**src/rtl/branch_predict_ctrl.sv**
```systemverilog
// ---------------------------------------------------------------------------
// branch_predict_ctrl
//
// Dynamic branch predictor and misprediction-recovery controller for the
// 5-stage MIPS pipeline. A bimodal table of 2-bit saturating counters is
// looked up with the decode-stage PC to give a taken/not-taken prediction.
// The predicted branch is remembered while it travels from D into E; when E
// resolves it, the actual outcome is compared with the remembered prediction
// to steer the branch mux, request a flush, train the table and bump the
// statistics counters.
//
// Ports:
//   clk         pipeline clock
//   rst_n       asynchronous active-low reset
//   stallD      D->E pipeline register held this cycle
//   branchD     instruction in D is a conditional branch
//   pcD         PC of the instruction in D
//   resolveE    branch in E resolves this cycle
//   takenE      actual outcome of the E-stage branch (valid with resolveE)
//   stat_clr    synchronous clear of both statistics counters
//   brbitD      prediction for the D-stage instruction (1 = taken)
//   predtakenD  redirect fetch to the predicted target
//   brmuxsel    0 = no override, 1 = recover to target, 2 = recover to PC+4
//   flush       kill the wrong-path instructions in F and D
//   br_count    number of resolved branches (saturating)
//   mis_count   number of mispredicted branches (saturating)
// ---------------------------------------------------------------------------
module branch_predict_ctrl #(
    parameter int IDX_W = 4,
    parameter int PC_W  = 32,
    parameter int CNT_W = 16
) (
    input  logic             clk,
    input  logic             rst_n,
    input  logic             stallD,
    input  logic             branchD,
    input  logic [PC_W-1:0]  pcD,
    input  logic             resolveE,
    input  logic             takenE,
    input  logic             stat_clr,
    output logic             brbitD,
    output logic             predtakenD,
    output logic [1:0]       brmuxsel,
    output logic             flush,
    output logic [CNT_W-1:0] br_count,
    output logic [CNT_W-1:0] mis_count
);

    localparam int ENTRIES = 2 ** IDX_W;

    typedef enum logic {
        IDLE = 1'b0,
        PEND = 1'b1
    } pendState_t;

    pendState_t       state;
    pendState_t       stateNext;
    logic [1:0]       predTable [ENTRIES];
    logic [IDX_W-1:0] lookupIdx;
    logic [IDX_W-1:0] pendIdx;
    logic             pendPred;
    logic             res;
    logic             mis;
    logic             capture;
    logic             unusedPcBits;

    // Instructions are word aligned, so the two low PC bits never vary; the
    // table is indexed by the word address bits just above them. The bits
    // outside that window are folded into a dummy signal so they are visibly
    // consumed.
    assign lookupIdx    = pcD[IDX_W+1:2];
    assign unusedPcBits = ^{pcD[PC_W-1:IDX_W+2], pcD[1:0]};

    // Lookup, resolution and next-state logic. A resolveE without a pending
    // branch is a stray and is ignored completely. On a mispredict the
    // instruction sitting in D is on the wrong path, so it must neither
    // redirect fetch nor be captured as the next pending branch. The lookup
    // deliberately reads the table before this cycle's training write, even
    // when both touch the same entry. A resolution always consumes the
    // pending entry, even in a stalled cycle; otherwise a stall holds it.
    always_comb begin
        stateNext  = state;
        brbitD     = predTable[lookupIdx][1];
        res        = resolveE & (state == PEND);
        mis        = res & (takenE != pendPred);
        flush      = mis;
        brmuxsel   = 2'd0;
        predtakenD = branchD & brbitD & ~mis;
        capture    = ~stallD & branchD & ~mis;

        if (mis) begin
            brmuxsel = takenE ? 2'd1 : 2'd2;
        end

        if (capture) begin
            stateNext = PEND;
        end else if (res || !stallD) begin
            stateNext = IDLE;
        end
    end

    // Pending-branch register: the state bit says whether a predicted branch
    // is in flight, and its table index and prediction are latched only when
    // a new branch is captured so they stay stable across stalls.
    always_ff @(posedge clk or negedge rst_n) begin
        if (!rst_n) begin
            state    <= IDLE;
            pendIdx  <= '0;
            pendPred <= 1'b0;
        end else begin
            state <= stateNext;
            if (capture) begin
                pendIdx  <= lookupIdx;
                pendPred <= brbitD;
            end
        end
    end

    // Table training: move the resolved entry one step toward the actual
    // outcome, sticking at strongly-taken / strongly-not-taken. Reset puts
    // every entry at weakly not-taken so a cold branch falls through.
    always_ff @(posedge clk or negedge rst_n) begin
        if (!rst_n) begin
            for (int i = 0; i < ENTRIES; i++) begin
                predTable[i] <= 2'b01;
            end
        end else if (res) begin
            if (takenE && predTable[pendIdx] != 2'b11) begin
                predTable[pendIdx] <= predTable[pendIdx] + 2'd1;
            end else if (!takenE && predTable[pendIdx] != 2'b00) begin
                predTable[pendIdx] <= predTable[pendIdx] - 2'd1;
            end
        end
    end

    // Statistics: count every real resolution and every mispredict, holding
    // at all-ones rather than wrapping. A clear wins over a same-cycle count.
    always_ff @(posedge clk or negedge rst_n) begin
        if (!rst_n) begin
            br_count  <= '0;
            mis_count <= '0;
        end else if (stat_clr) begin
            br_count  <= '0;
            mis_count <= '0;
        end else begin
            if (res && br_count != '1) begin
                br_count <= br_count + CNT_W'(1);
            end
            if (mis && mis_count != '1) begin
                mis_count <= mis_count + CNT_W'(1);
            end
        end
    end

endmodule

```
**config.mk**
```make
export PLATFORM = sky130hd
export DESIGN_NAME = branch_predict_ctrl
export DESIGN_NICKNAME = d
export VERILOG_FILES = /design/src/rtl/branch_predict_ctrl.sv
export SDC_FILE = /design/constraint.sdc
export NUM_CORES = 1
export LEC_CHECK = 0
export CORE_MARGIN = 1
export CORE_UTILIZATION = 40
export CTS_BUF_LIST = sky130_fd_sc_hd__clkbuf_4
export DETAILED_ROUTE_END_ITERATION = 6
export DONT_BUFFER_PORTS = 1
export PLACE_DENSITY_LB_ADDON = 0.2
export SYNTH_ARGS = -nofsm -noshare
export SYNTH_HDL_FRONTEND = slang
export SYNTH_SLANG_ARGS = --single-unit
export TNS_END_PERCENT = 5
```
**constraint.sdc**
```tcl
create_clock -name clk -period 7.1 [get_ports clk]
set_input_delay 2.13 -clock clk [delete_from_list [all_inputs] [get_ports clk]]
set_output_delay 2.13 -clock clk [all_outputs]
set_load 0.02 [all_outputs]
```
==> results.json <==
{
  "fill_cells": 884,
  "synth_cells": 356,
  "min_to": "predTable[31]$_DFFE_PN0P_",
  "period_needed_ns": 5.33,
  "yosys.area.top_type": "dfrtp_1",
  "synth_edf_count": 0,
  "fin_crit_sh_pct": 75.1,
  "initialDrtViolationCount": 142,
  "vias_per_cell": 5.90,
  "crit_path_end_kind": "output port",
  "die_w_um": 101,
  "fmax_mhz": 188,
  "min_path_type": "reg -> reg",
  "grt_first_pass_wirelength_mm": 14.5,
  "ys.flop_type": "dfrtp_1",
  "fp.dieArea_sq_mm": 0.0101,
  "yosys_register_bits": 70,
  "grt-ovfl-total": 0,
  "crit_path_start_kind": "input port",
  "synth_cell_types": 42,
  "coreArea_sq_mm": 0.00933,
  "diodes": 0,
  "finClkSkew_ns": 0.0280,
  "syn_nets": 399,
  "path_class": "in -> out",
  "max_stage_delay_ns": 0.39,
  "rows": 35,
  "clk_root_buffer_cell": "clkbuf_4",
  "switchingPower_mw": 0.356,
  "cts_max_path_buffers": 2,
  "drc": 0,
  "routedWlPerCell_um": 18.2,
  "finalSetupTns_ns": 0,
  "maxCapViolations": 0,
  "cts.clk_slew.worst_paths_ns": 0.11,
  "slew-limit-headroom_pct": 17.6,
  "min_from": "predTable[31]$_DFFE_PN0P_",
  "ys_seq_area_share_pct": 45.4,
  "nNetsFinal": 394,
  "die_h_um": 101,
  "finalMaxSlewViolations": 0,
  "synth_area_leaders": "dfrtp_1 35%, mux2_2 13%, dfstp_2 11%",
  "io_pins": 76,
  "drive_gt1_share_pct": 25.6,
  "cp_max_fo": 5,
  "comb_power_share_pct": 24.8,
  "crit_arrival_ns": 3.20,
  "io_buffers": 0,
  "worst_pin_slew_ns": 1.23,
  "cts_buffers": 9,
  "grt_setup_unrepaired": "no",
  "crit_chain": "mux4_2, mux2i_1, mux2_2, nor2_1",
  "ctsHoldBuffers": 0,
  "clockPowerShare_pct": 25.5,
  "yosys_warnings": 0,
  "p_int_mw": 0.807,
  "cts_tree": "yes",
  "hold_depth": 1,
  "total_power_mw": 1.16,
  "leakage_nw": 1.63,
  "syn_area_sq_mm": 0.00390,
  "totalWireLength_mm": 8.84,
  "antenna_found_initial": 0,
  "cts_resized": 0,
  "cp_slowest_cell": "nor2_1",
  "start_util_pct": 41.8,
  "seq_power_share_pct": 49.8,
  "async_flop_share_pct": 100,
  "drt_pass1_iterations": 4,
  "postCtsSetupBuffers": 0,
  "vdd_drop_max_v": 0.000107,
  "r2r_slack_ns": 3.36,
  "p_per_area_mw_per_mm2": 280,
  "worstReg2RegEnd": "predTable[11]$_DFFE_PN0P_",
  "postRouteAntennaNets": 0,
  "grt_pass1_vias": 2773,
  "crit_required_ns": 4.97,
  "gp_congestion": 0.823,
  "hold_viol_final": 0,
  "syn_avg_cell_area_sq_um": 11.0,
  "grt_max_degree": 71,
  "swShare_pct": 30.6,
  "r2r-start": "pendIdx[0]$_DFFE_PN0P_",
  "dp_hpwl_mm": 6.07,
  "vias": 2860,
  "clock_latency_ns": 0.41,
  "grt_usage_pct": 18.6,
  "htreeDepth": 3,
  "cts.sinks": 70,
  "setup_viol": 0,
  "syn2layout_area_growth_pct": 6.48,
  "r2r_cells": 6,
  "synth.top_cell.area_share_pct": 34.7,
  "status": "finished, final reports clean"
}
==> through the flow <==
stage / setup WS (ns) / hold WS [ns] / utilization, % / cells / instance area [sq um]
final: 1.77 / 0.556 / 44.5 / 485 / 4150
after global routing: 1.74 / 0.576 / 44.5 / 485 / 4150
after CTS: 1.77 / 0.553 / 44.5 / 485 / 4150
after detailed placement: 1.78 / 0.519 / 42.8 / 469 / 3990
after global placement: 1.77 / 0.513 / 42.8 / 469 / 3990
after floorplan: 1.90 / 0.492 / - / 356 / 3900
==> synth_stat cells, types with 2 or more instances <==
cell type / count
nor2_1: 22
ha_1: 4
nor2b_1: 5
a31oi_1: 2
buf_2: 5
nor4_1: 6
o311ai_0: 2
nand3b_1: 2
or4_1: 16
o21ai_0: 11
o31ai_1: 13
o21a_1: 4
and3_1: 3
a311oi_1: 2
inv_1: 11
dfstp_2: 16
or3_1: 7
nand2b_1: 3
and2_1: 2
nor4b_2: 2
o41ai_1: 5
nand3_1: 13
mux2_2: 45
nor3_1: 5
clkbuf_1: 9
a21oi_1: 22
dfrtp_1: 54
nand2_1: 24
xnor2_1: 2
nand4_1: 6
mux2i_1: 8
and4_1: 4
nand4b_1: 2
mux4_2: 11
==> worst max-delay path by stage <==
stage	from	endpoint	slack, ns	cells past startpoint
2_1_floorplan	pcD[4]	predtakenD	1.90	4
3_3_place_gp	pcD[4]	predtakenD	1.77	4
3_5_place_dp	pcD[4]	predtakenD	1.78	4
4_1_cts	pcD[4]	predtakenD	1.77	4
5_1_grt	pcD[4]	predtakenD	1.74	4
6_report	pcD[4]	predtakenD	1.77	4
==> worst max-delay path: cells and delay by family <==
family / cells / cell delay (ns)
and+or+nand+nor: 1 / 0.39
muxes: 3 / 0.68
==> layout by cell type, fill, tap and decap left out, types with 2 or more instances in the layout <==
| cell | Yosys | layout |
|---|---|---|
| o31ai_1 | 13 | 13 |
| nand2_1 | 24 | 24 |
| nand2b_1 | 3 | 3 |
| dfstp_2 | 16 | 16 |
| mux2i_1 | 8 | 8 |
| nor3_1 | 5 | 5 |
| nand4b_1 | 2 | 2 |
| mux2_2 | 45 | 45 |
| o311ai_0 | 2 | 2 |
| ha_1 | 4 | 4 |
| nor2b_1 | 5 | 5 |
| a21oi_1 | 22 | 22 |
| clkbuf_4 | 0 | 10 |
| nand3b_1 | 2 | 2 |
| nor2_1 | 22 | 22 |
| a31oi_1 | 2 | 2 |
| or4_1 | 16 | 16 |
| o21a_1 | 4 | 4 |
| a311oi_1 | 2 | 2 |
| and2_1 | 2 | 2 |
| and4_1 | 4 | 4 |
| dfrtp_1 | 54 | 54 |
| inv_1 | 11 | 11 |
| nand4_1 | 6 | 6 |
| nand3_1 | 13 | 13 |
| bufinv_16 | 0 | 2 |
| mux4_2 | 11 | 11 |
| clkinv_4 | 0 | 2 |
| nor4b_2 | 2 | 2 |
| nor4_1 | 6 | 6 |
| and3_1 | 3 | 3 |
| or3_1 | 7 | 7 |
| o41ai_1 | 5 | 5 |
| xnor2_1 | 2 | 2 |
| o21ai_0 | 11 | 11 |
==> per-layer routing <==
metal	vias up	global-route usage [%]	part of all wire [%]
li1	1360	-	-
met1	1417	25.0	46
met2	72	28.6	47
met3	11	5.34	5.5
met4	0	6.80	1.5
met5	-	0	0
==> cells by family (layout without fill, tap and decap cells) <==
| logic type | count (synthesis) | count (layout) | share of synthesized area, % |
|---|---|---|---|
| AOI/OAI and AO/OA | 63 | 63 | 10.2 |
| muxes | 64 | 64 | 21.4 |
| xor gates and xnor gates | 3 | 3 | 0.674 |
| buffers and inverters | 27 | 27 | 2.86 |
| adders and majority gates | 4 | 4 | 1.28 |
| and+or+nand+nor | 125 | 125 | 18.1 |
| DFF | 70 | 70 | 45.4 |
==> area by class of cell <==
cell class	count	area, sq um	area share [%]
tap	129	161	3.89
multi-input combinational	259	2020	48.6
sequential	70	1770	42.7
clock inverter	6	86.3	2.08
inverter	11	41.3	0.995
clock buffer	10	75.1	1.81
==> power by group through the flow <==
stage | registers (mW) | logic (mW) | clock network [mW]
detailed placement | 0.587 | 0.292 | 0
global placement | 0.582 | 0.284 | 0
global route | 0.593 | 0.320 | 0.327
finish | 0.579 | 0.288 | 0.296
CTS | 0.579 | 0.293 | 0.307
floorplan | 0.548 | 0.259 | 0
Note: power is estimated with default switching activity, not from simulation.
